===== config.mk =====
export PLATFORM = sky130hd
export DESIGN_NAME = seq_pipe_delay_elastic
export DESIGN_NICKNAME = d
export VERILOG_FILES = /design/src/rtl/seq_pipe_delay_elastic_pkg.sv /design/src/rtl/seq_pipe_delay_elastic_stage.sv /design/src/rtl/seq_pipe_delay_elastic.sv
export SDC_FILE = /design/constraint.sdc
export NUM_CORES = 1
export LEC_CHECK = 0
export CORE_UTILIZATION = 35
export CTS_CLUSTER_DIAMETER = 60
export DETAILED_ROUTE_END_ITERATION = 8
export MAX_ROUTING_LAYER = met4
export PLACE_DENSITY = 0.56
export SYNTH_ARGS = -nofsm -noshare
export SYNTH_HDL_FRONTEND = slang
export SYNTH_SLANG_ARGS = --single-unit

===== constraint.sdc =====
create_clock -name clk -period 4.05 [get_ports clk]
set_clock_uncertainty 0.1 [all_clocks]
set_input_delay 0.6075 -clock clk [delete_from_list [all_inputs] [get_ports clk]]
set_output_delay 0.6075 -clock clk [all_outputs]
set_load 0.005 [all_outputs]

===== src/rtl/seq_pipe_delay_elastic_pkg.sv =====
// rtl/seq_pipe_delay_elastic_pkg.sv - shared helpers for the elastic delay pipeline
package seq_pipe_delay_elastic_pkg;

  // A handshake transfer happens only when both sides agree in the same cycle.
  function automatic logic fire(input logic val, input logic rdy);
    return val & rdy;
  endfunction

endpackage


===== src/rtl/seq_pipe_delay_elastic_stage.sv =====
// rtl/seq_pipe_delay_elastic_stage.sv - one elastic stage: data reg, valid bit, local ready
module seq_pipe_stage
  import seq_pipe_delay_elastic_pkg::*;
#(
  parameter int NBITS = 8
) (
  input  logic             clk,
  input  logic             reset_n,
  input  logic             flush,
  input  logic             up_valid,
  input  logic [NBITS-1:0] up_data,
  input  logic             dn_ready,
  output logic             ready,
  output logic             valid,
  output logic [NBITS-1:0] data
);

  logic             valid_q, valid_d;
  logic [NBITS-1:0] data_q, data_d;
  logic             load;

  // Ready when empty or when the occupant leaves this cycle; an empty stage
  // always absorbs, which is what collapses bubbles behind a stall.
  always_comb begin
    ready   = !valid_q || dn_ready;
    load    = fire(up_valid, ready) && !flush;
    valid_d = valid_q;
    data_d  = data_q;
    if (flush) begin
      valid_d = 1'b0;
    end else if (ready) begin
      valid_d = up_valid;
    end
    if (load) begin
      data_d = up_data;
    end
  end

  // Valid bit is the only state that reset has to clear.
  always_ff @(posedge clk or negedge reset_n) begin
    if (!reset_n) begin
      valid_q <= 1'b0;
    end else begin
      valid_q <= valid_d;
    end
  end

  // Data is qualified by valid, so it is left unreset.
  always_ff @(posedge clk) begin
    data_q <= data_d;
  end

  assign valid = valid_q;
  assign data  = data_q;

endmodule


===== src/rtl/seq_pipe_delay_elastic.sv =====
// rtl/seq_pipe_delay_elastic.sv - NSTAGES-deep elastic delay pipeline with occupancy count
module seq_pipe_delay_elastic
  import seq_pipe_delay_elastic_pkg::*;
#(
  parameter int NBITS   = 8,
  parameter int NSTAGES = 4
) (
  input  logic                         clk,
  input  logic                         reset_n,
  input  logic                         flush,
  input  logic                         in_val,
  output logic                         in_rdy,
  input  logic [NBITS-1:0]             in_,
  output logic                         out_val,
  input  logic                         out_rdy,
  output logic [NBITS-1:0]             out,
  output logic [$clog2(NSTAGES+1)-1:0] count
);

  localparam int CW = $clog2(NSTAGES + 1);

  logic [NSTAGES-1:0] st_valid;
  logic [NSTAGES-1:0] st_ready;
  logic [NSTAGES-1:0] up_valid;
  logic [NSTAGES-1:0] dn_ready;
  logic [NBITS-1:0]   st_data [NSTAGES];
  logic [NBITS-1:0]   up_data [NSTAGES];

  logic          in_fire;
  logic          out_fire;
  logic [CW-1:0] count_q, count_d;

  for (genvar i = 0; i < NSTAGES; i++) begin : g_stage
    if (i == 0) begin : g_head
      assign up_valid[i] = in_val;
      assign up_data[i]  = in_;
    end else begin : g_link
      assign up_valid[i] = st_valid[i-1];
      assign up_data[i]  = st_data[i-1];
    end

    if (i == NSTAGES - 1) begin : g_tail
      assign dn_ready[i] = out_rdy;
    end else begin : g_mid
      assign dn_ready[i] = st_ready[i+1];
    end

    seq_pipe_stage #(
      .NBITS(NBITS)
    ) u_stage (
      .clk     (clk),
      .reset_n (reset_n),
      .flush   (flush),
      .up_valid(up_valid[i]),
      .up_data (up_data[i]),
      .dn_ready(dn_ready[i]),
      .ready   (st_ready[i]),
      .valid   (st_valid[i]),
      .data    (st_data[i])
    );
  end

  // Flush blocks both interfaces; output data is zeroed whenever it is not valid.
  always_comb begin
    in_rdy   = st_ready[0] && !flush;
    out_val  = st_valid[NSTAGES-1] && !flush;
    out      = out_val ? st_data[NSTAGES-1] : '0;
    in_fire  = fire(in_val, in_rdy);
    out_fire = fire(out_val, out_rdy);
  end

  // Occupancy tracks accepted minus delivered words; flush empties the pipe.
  always_comb begin
    count_d = count_q;
    if (flush) begin
      count_d = '0;
    end else if (in_fire && !out_fire) begin
      count_d = count_q + CW'(1);
    end else if (out_fire && !in_fire) begin
      count_d = count_q - CW'(1);
    end
  end

  // Occupancy register.
  always_ff @(posedge clk or negedge reset_n) begin
    if (!reset_n) begin
      count_q <= '0;
    end else begin
      count_q <= count_d;
    end
  end

  assign count = count_q;

endmodule

After elaboration in Yosys (flattened, before gate mapping) --
Cells that the tools add are included.
Operators by class: add/sub/neg operators 2, $mul 0, div/mod/pow operators 0, order comparisons 0, equal/unequal tests 0, shift-type cells 0, mux-type cells 12, bitwise logic cells 6, reductions and logical operators 24
Operators by type and width (count):
- $mux 3 | 3
- $logic_and 1x1->1 | 8
- $mux 1 | 8
- $mux 8 | 1
- $reduce_bool 2->1 | 4
- $logic_not 1->1 | 7
- $and 1x1->1 | 6
- $logic_or 1x1->1 | 4
- $add 3x1->3 const B | 1
- $reduce_bool 3->1 | 1
- $sub 3x1->3 const B | 1
Word-level totals: flip-flop bits (word level) 39, bits in latches 0, RAM bits 0, ROM bits 0, bits of input ports 13, output and inout bits 13, word-level logic and storage cells 53, memories kept 0

Longest topological paths before layout --
Gate-level depths: netlist of the first run.
word-level depth 12, gate-level depth with buffers 7, depth with buffers taken out 7

Hierarchy --
From an unflattened synthesis of the first run, not the netlist that was laid out.
Unflattened totals: cell total of the unflattened synthesis 89, area, all modules 1525.2 µm²
Modules (own cells, without submodules):
- seq_pipe_stage | instances 4, cells each 13, area each 300.3 µm²
- seq_pipe_delay_elastic | instances 1, cells each 37, area each 324.1 µm²

Least setup slack after synthesis of the first run --
No wires, ideal clock.
kind input to register, start point input port flush, end point register count_q[2], in the netlist count[2], setup time 125 ps, arrival time 1968 ps, path slack 1857 ps, stages on the path 6, path through nor2b_1 -> a21bo_2 -> nor3_1 -> fa_1 -> o31ai_2 -> mux2_4
Between the ends: longest elaborated chain between the ends 7
RTL lines:
- start, declared | RTL line seq_pipe_delay_elastic.sv:10 | input logic flush,
- $logic_not 1->1 | RTL line seq_pipe_delay_elastic.sv:65, seq_pipe_delay_elastic.sv:66
- $logic_and 1x1->1 | RTL line seq_pipe_delay_elastic.sv:66 | out_val = st_valid[NSTAGES-1] && !flush;
- $and 1x1->1 | RTL line seq_pipe_delay_elastic_pkg.sv:6 | return val & rdy;
- $logic_not 1->1 | RTL line seq_pipe_delay_elastic.sv:77 | end else if (in_fire && !out_fire) begin
- $logic_and 1x1->1 | RTL line seq_pipe_delay_elastic.sv:77
- $mux 3 | RTL line seq_pipe_delay_elastic.sv:77
- $mux 3 | RTL line seq_pipe_delay_elastic.sv:75 | if (flush) begin
- end signal, assigned | RTL line seq_pipe_delay_elastic.sv:89 | count_q <= count_d;
- end, declared | RTL line seq_pipe_delay_elastic.sv:31 | logic [CW-1:0] count_q, count_d;
Parallel ways exist; a longest one is shown, timed or not. A chain may end at the register's enable or synchronous reset.

Worst setup path in the final report of the first run --
start point input port flush, end point output port out[0]
Between the ends: longest elaborated chain between the ends 3
RTL lines:
- $logic_not 1->1 | RTL line seq_pipe_delay_elastic.sv:66
- $logic_and 1x1->1 | RTL line seq_pipe_delay_elastic.sv:66
- $mux 8 | RTL line seq_pipe_delay_elastic.sv:67 | out = out_val ? st_data[NSTAGES-1] : '0;
- end, declared | RTL line seq_pipe_delay_elastic.sv:16 | output logic [NBITS-1:0] out,
No other way between the ends.

==> results.txt, run 1 <==
* Drt wl/cell: 10.9 um
* Number of clock sinks: 39
- Routed via count: 765
- Number of storage elements in the synthesis netlist: 39
* CP Capture Type: primary output
* Status: completed
- The first TritonRoute pass finished after 5 iterations.
- Number of max-slew violations in the final report: 0
- The number of antenna violations at the first check in global routing is 0.
- Post-Synthesis Mean Instance Area: 16.7 um2
- Wire length of the first global-routing pass: 3130 um
* Clock buffer count from CTS: 5
- Max-cap violation count: 0
- Post-synthesis instance area: 1470 um2
- Cell repeated most along the worst path: sky130_fd_sc_hd__clkdlybuf4s50_1
* Post-Syn Nets: 102
- Core outline area: 4030 um2
* Adder and majority cell fraction of the synthesized area: 0.0136
- Most frequent cells after synthesis: sky130_fd_sc_hd__edfxtp_1 (32), sky130_fd_sc_hd__and2_1 (9), sky130_fd_sc_hd__nor2_1 (9)
- Dividing total power by cell area gives a power density of 431 nW/um2.
- Biggest area consumer among synthesized cells: sky130_fd_sc_hd__edfxtp_1
- The design draws 0.000824 W.
* Placed cell count: 164
* Share of the synthesized area in compound gates (AO/OA/AOI/OAI): 0.0509
* Proportion of synthesized chip area in sequential cells: 0.771
* Max Buffers Root-to-Sink: 2
* Area share of and/or/nand/nor cells after synthesis: 0.133
- Clock latency on the worst-skew pair: 0.28 ns
- The tightest min-delay check is of the reg -> reg type.
- Summed over all cells, the static leakage comes to 0.684 nW.
- Effective utilization at floorplan: 0.366
- The die is 66.9 um tall.
- Dominant combinational cell family by area after synthesis: simple AND/OR/NAND/NOR gates
- Once layout is complete, the cells apart from fillers number 172.
- Number of cells produced by synthesis: 88
- Buffers added to address setup during post-CTS repair amount to 0.
* Worst-path cell with the longest stage delay: sky130_fd_sc_hd__clkdlybuf4s50_1
- Final hold violations: 0
- Dividing the final minimum period by the clock period gives 0.750.
* CP startpoint kind: primary input
* Number of diodes added for antenna fixing: 0
- In the final timing run, aggregate negative setup slack is 0 ns.
- Mux cell area share after synthesis: 0.0102
* Total global routing track utilization: 0.101
- In this run the number of H-tree levels came out at 2.
- Post-CTS repair changed the size of 0 cells.
- Async set-or-reset flop fraction in the synthesized netlist: 0.179
- In this run the tightest slew margin relative to its limit is 0.527.
- Finished layout cell area: 1910 um2
* Number of enable flip-flop cells after synthesis: 32
* Count of yosys warnings during synthesis: 0
- Via density per instance: 4.45
- The final layout contains routed wiring with a total length of 1880 um.
- Highest net fanout along the worst path: 14
* Hold buffer count at cts: 0
- Remaining Overflow, GRT: 0
- Transition time of the tightest slew-check pin: 0.710 ns
- Final min period: 3.04 ns
- Floorplan die width: 66.9 um
- Gate family responsible for the most delay along the worst path: buffers and inverters
- Number of rows created at floorplan: 23
- Entering global routing, the biggest net connects 15 pins.
- Total cell area at the placement stage: 1800 um2
* Leading cell type by number of instances after synthesis: sky130_fd_sc_hd__edfxtp_1
- Xor and xnor area share after synthesis: 0.00594
* Dominant synthesized flop cell: sky130_fd_sc_hd__edfxtp_1
- Required @ worst endpoint: 3.34 ns
- CTS root buf: sky130_fd_sc_hd__clkbuf_8
* Ordered cell list for the critical path: clkdlybuf4s50_1, nor2b_1, buf_4, and2_1, clkdlybuf4s50_1
- Fraction of post-synthesis cell area in the top cell type by area: 0.652
- Clock-pin slew was measured on the worst setup and hold paths at 0.07 ns.
- Worst setup path category: in -> out
- Post-synthesis cell type count: 27
* Number of buffers and inverters on the critical path: 3
- Hold slack: 0.315 ns
- Setup repair after global routing left no endpoint under its margin.
* Largest vdd supply drop: 0.232 mV
- Number of top-level pins: 26
- After the last flow step, the layout net total stands at 135.
- Setup violation total in the final timing report: 0
- Routability-driven placement finished with a final weighted congestion of 0.719.
- Floorplan die area: 4470 um2
- Number of inserted filler cells in the final layout: 357
- The via count of the first global-routing pass was 708.
- Arrival time at the worst endpoint: 2.33 ns
- TritonCTS built the clock tree.
- Sorting the synthesized cells by area gives the leading types as sky130_fd_sc_hd__edfxtp_1 (65%), sky130_fd_sc_hd__dfrtp_1 (12%), sky130_fd_sc_hd__and2_1 (3.8%).
- Share of final-layout standard cells stronger than drive strength 1: 0.156
- Once detail routing completed, the nets flagged for antenna violations numbered 0.
- In this run the tool buffered the top-level ports with 25 buffer cells.
- Compared with the post-synthesis result, the final layout area differs by 29.9%.
* Maximum clock rate: 0.329 GHz
* Residual DRC count: 0
- In this design, the stage delay of the slowest critical-path cell is 0.64 ns.
- After the first detailed-routing iteration, the DRC count stood at 11.
-- report_power, final --
group / internal (W) / switching (W) / leakage (nW)
clock: 0.000183 / 0.000125 / 0.0581
combinational: 0.0000351 / 0.0000245 / 0.239
sequential: 0.000450 / 0.00000689 / 0.387
-- metal layers --
metal / vias up / GRT usage / part of all wire
met4: 0 / 0.0479 / 0.0064
li1: 383 / - / -
met2: 26 / 0.159 / 0.51
met1: 354 / 0.112 / 0.44
met5: - / - / 0
met3: 2 / 0.0411 / 0.047
-- registers in the layout (all words and copies together) (netlist names) --
name / flops
count: 3
g_stage.u_stage.data: 32
g_stage.u_stage.valid: 4
-- per-stage QoR --
| stage | util | worst slack [ns] |
|---|---|---|
| after detailed placement | 0.447 | 1.01 |
| after floorplan | - | 1.86 |
| after global placement | 0.447 | 1.08 |
| after global routing | 0.475 | 0.925 |
| after CTS | 0.475 | 1.00 |
| final | 0.475 | 1.01 |
-- placed cells by master (no fill, tap or decap), drive strengths merged, types with 2 or more instances in the layout --
| master | count |
|---|---|
| inv | 4 |
| nor2 | 9 |
| clkbuf | 5 |
| clkdlybuf4s50 | 25 |
| clkinv | 2 |
| a21oi | 3 |
| nor3b | 2 |
| edfxtp | 32 |
| nor2b | 3 |
| dfrtp | 7 |
| buf | 3 |
| and2 | 9 |
| a311oi | 2 |
-- cell families after synthesis --
logic type / count (synthesis)
DFF: 39
and+or+nand+nor: 31
xor gates and xnor gates: 1
AOI/OAI and AO/OA: 9
muxes: 1
buffers and inverters: 6
adders and majority gates: 1
-- layout make-up --
cell class              instances  area (um2)  share of cell area
multi-input cells              43         315               0.165
flip-flops and latches         39        1140               0.593
repair buffers                 28         273               0.142
clock buffers                   5        68.8              0.0359
clock inverters                 3        43.8              0.0229
well taps                      50        62.6              0.0327
inverters                       4        15.0             0.00784
-- worst register-to-register path, cell delays in order (launching register included) --
cell                      delay [ns]
sky130_fd_sc_hd__dfrtp_1        0.46
sky130_fd_sc_hd__nand3_2        0.14
sky130_fd_sc_hd__nor3b_4        0.30
sky130_fd_sc_hd__nor3_1         0.10
sky130_fd_sc_hd__fa_1           0.43
sky130_fd_sc_hd__o31ai_2        0.30
sky130_fd_sc_hd__mux2_4         0.32
-- worst paths after layout --
path	from	endpoint	slack, ns	cells after the start
worst max-delay path	flush	out[0]	1.01	5
worst min-delay path	g_stage[1].u_stage.data[3]$_DFFE_PP_	g_stage[2].u_stage.data[3]$_DFFE_PP_	0.31	0
worst max register to register	g_stage[2].u_stage.valid$_DFFE_PN0P_	count[2]$_DFFE_PN0P_	1.80	6
worst min register to register	g_stage[1].u_stage.data[3]$_DFFE_PP_	g_stage[2].u_stage.data[3]$_DFFE_PP_	0.31	0
max in group asynchronous	reset_n	g_stage[1].u_stage.valid$_DFFE_PN0P_	3.10	1
min in group asynchronous	reset_n	count[1]$_DFFE_PN0P_	0.49	1
No activity file was read; power rests on OpenSTA's default activity.
==> run 2: changes to the inputs <==
Clock period 4.05 ns to 3.2 ns, I/O delays scaled along.
==> run 2 against run 1 <==
Effect of this change: sequential power grew 26%; register-to-register slack lost 0.83 ns; utilization down 0.31 points; sequential cell count did not move; via count fell by 4.1%; worst setup slack worse by 0.31 ns; worst hold slack gained 0.0048 ns; first-iteration DRC count up 91%; clock power up 4%; design area down 0.65%; critical endpoint is now in_rdy; largest cell class unchanged; highest routed layer unchanged.
==> results.txt, run 2 (synthesized netlist as in run 1, its figures left out) <==
- Transition time of the tightest slew-check pin: 0.708 ns (-0.00121 ns)
* Clock latency on the worst-skew pair: 0.28 ns (about the same)
- Share of final-layout standard cells stronger than drive strength 1: 0.163 (+0.00686)
* Effective utilization at floorplan: 0.366 (unchanged)
* Via count of the first global-routing pass: 671 (-5.2%)
* Accumulated negative setup slack: 0 ns (unchanged)
* Via density per instance: 4.24 (-4.6%)
- The core box area was 4030 um2 (unchanged).
- Pwr dens: 511 nW/um2 (+19%)
- The final-layout fill cell count came to 344 (-3.6%).
* First-pass detailed-route iteration total: 2 (-3)
- Final min period: 2.50 ns
* Antenna violations before repair: 0 (unchanged)
* Total setup buffers inserted after CTS: 0 (unchanged)
- Setup violation total in the final timing report: 0 (unchanged)
- TritonCTS built the clock tree.
- Fin crit share: 0.782
- Commonest non-fill, non-tap cells in the layout: sky130_fd_sc_hd__edfxtp_1 (32), sky130_fd_sc_hd__clkdlybuf4s50_1 (25), sky130_fd_sc_hd__and2_1 (9), sky130_fd_sc_hd__nor2_1 (9), sky130_fd_sc_hd__dfrtp_1 (7)
- The worst hold path belongs to the class reg -> reg.
* Setup repair after global routing missed its margin: false
- Leaving out fill and tap cells, the most frequent cell in the layout is sky130_fd_sc_hd__edfxtp_1.
- Drt wl/cell: 10.2 um (-6.7%)
- The remaining global-route overflow is 0 (unchanged).
* Routability congestion estimate from global placement: 0.744 (+3.5%)
- The aggregate routed wire length was 1770 um (-6.1%).
- The required time of the critical path is 2.62 ns (-0.72 ns).
- The number of standard-cell rows in the floorplan is 23 (unchanged).
* Floorplan die width: 66.9 um (unchanged)
- DRT iter0 DRCs: 21 (+10)
- The post-cts repair resize count is 0 (unchanged).
* Setup slack after layout: 0.698 ns (-0.312 ns)
* CTS clk-pin slew, worst paths: 0.07 ns (about the same)
- Worst setup path category: in -> out
* CP Capture Type: primary output
* CP startpoint kind: primary input
* Growth of design area from synthesis to finish: 29.0%
* Maximum number of pins on one net before global-route repair: 15 (unchanged)
* Wire length of the first global-routing pass: 3000 um (-4.0%)
* Leakage dissipation: 0.672 nW (-1.8%)
- The via count of the routed design is 734 (-4.1%).
* Worst slack at placement: 0.465 ns (-0.541 ns)
- Status: completed
- The net count of the finished layout came to 136 (+0.74%).
- The antenna cell count is 0 (unchanged).
- R2r setup slk: 0.97 ns (-0.83 ns)
* Number of max-slew violations in the final report: 0 (unchanged)
- The number of endpoints with negative hold slack in the final report is 0 (unchanged).
* Chip Height: 66.9 um (unchanged)
- The total of buffers placed on input and output ports is 25 (unchanged).
- Total global routing track utilization: 0.0980 (-0.00335)
- Max-cap violation count: 0 (unchanged)
- Hold buffer count at cts: 0 (unchanged)
* Max Buffers Root-to-Sink: 2 (unchanged)
- The maximum level of the CTS H-tree is 2 (unchanged).
- The maximum VDD drop is 0.323 mV (+39%).
- The number of flip-flops in the largest register is 32 (unchanged).
- Maximum clock rate: 0.400 GHz
- CTS root buf: sky130_fd_sc_hd__clkbuf_8
- The die footprint is 4470 um2 (unchanged).
- The TritonCTS buffer count was 5 (unchanged).
- The data arrival at the endpoint of the critical path was 1.92 ns (-0.41 ns).
- The maximum net fanout on the critical path is 7 (-7).
- Detailed placement ended at an HPWL of 1320 um.
- The number of clock sinks seen by CTS came to 39 (unchanged).
- The number of design rule violations left after detail routing came to 0 (unchanged).
* Count of antenna-violating nets left after detailed routing: 0 (unchanged)
* Number of top-level pins: 26 (unchanged)
* Worst-case headroom to the max-slew limit: 0.528 (+0.000807)
## run 2: cell count changes in the layout (fill, tap and decap cells not counted)
| cell | previous run | this run |
|---|---|---|
| sky130_fd_sc_hd__clkinvlp_4 | 0 | 2 |
| sky130_fd_sc_hd__buf_4 | 3 | 4 |
| sky130_fd_sc_hd__bufinv_16 | 1 | 0 |
| sky130_fd_sc_hd__clkinv_2 | 1 | 0 |
| sky130_fd_sc_hd__clkinv_4 | 1 | 0 |
| sky130_fd_sc_hd__inv_6 | 0 | 1 |
## run 2: final cells by class
cell class / count / area [um2] / area share
Multi-Input combinational cell: 43 / 315 / 0.166
Sequential cell: 39 / 1140 / 0.597
Tap cell: 50 / 62.6 / 0.0329
Inverter: 4 / 15.0 / 0.00789
Timing Repair Buffer: 29 / 280 / 0.147
Clock buffer: 5 / 68.8 / 0.0362
Clock inverter: 3 / 23.8 / 0.0125
## run 2: through the flow
step                      cell area, um2  utilization  hold slack [ns]  instances  power, W
after floorplan                     1470            -           0.0844         88  0.000624
after global placement              1810        0.449            0.302        165  0.000664
after detailed placement            1810        0.449            0.305        165  0.000666
after CTS                           1900        0.472            0.323        173  0.000991
after global routing                1900        0.472            0.328        173   0.00102
final                               1900        0.472            0.320        173  0.000972
## run 2: path summary, 6_finish.rpt
| check | startpoint | cells after the start | end |
|---|---|---|---|
| worst max-delay path | out_rdy | 4 | in_rdy |
| worst min-delay path | g_stage[2].u_stage.data[3]$_DFFE_PP_ | 0 | g_stage[3].u_stage.data[3]$_DFFE_PP_ |
| worst max register to register | g_stage[2].u_stage.valid$_DFFE_PN0P_ | 6 | count[2]$_DFFE_PN0P_ |
| worst min register to register | g_stage[2].u_stage.data[3]$_DFFE_PP_ | 0 | g_stage[3].u_stage.data[3]$_DFFE_PP_ |
| max in group asynchronous | reset_n | 1 | g_stage[1].u_stage.valid$_DFFE_PN0P_ |
| min in group asynchronous | reset_n | 1 | count[0]$_DFFE_PN0P_ |
## run 2: power by group
group	switching, W	internal, W
combinational	0.0000303	0.0000450
clock	0.000164	0.000155
sequential	0.00000822	0.000569
total	0.000202	0.000770
## run 2: worst max-delay path: stages
cell and delay (ns):
sky130_fd_sc_hd__clkdlybuf4s50_1 0.54, sky130_fd_sc_hd__nor3b_4 0.35, sky130_fd_sc_hd__nor2_1 0.10, sky130_fd_sc_hd__clkdlybuf4s50_1 0.45
## run 2: per-layer routing
metal  global-route usage  wire length [um]  vias to the layer above
met5                    -                 0                        -
met4               0.0399                19                        0
met3               0.0462                84                        2
met2                0.153               867                       17
met1                0.108               794                      329
li1                     -                 -                      386
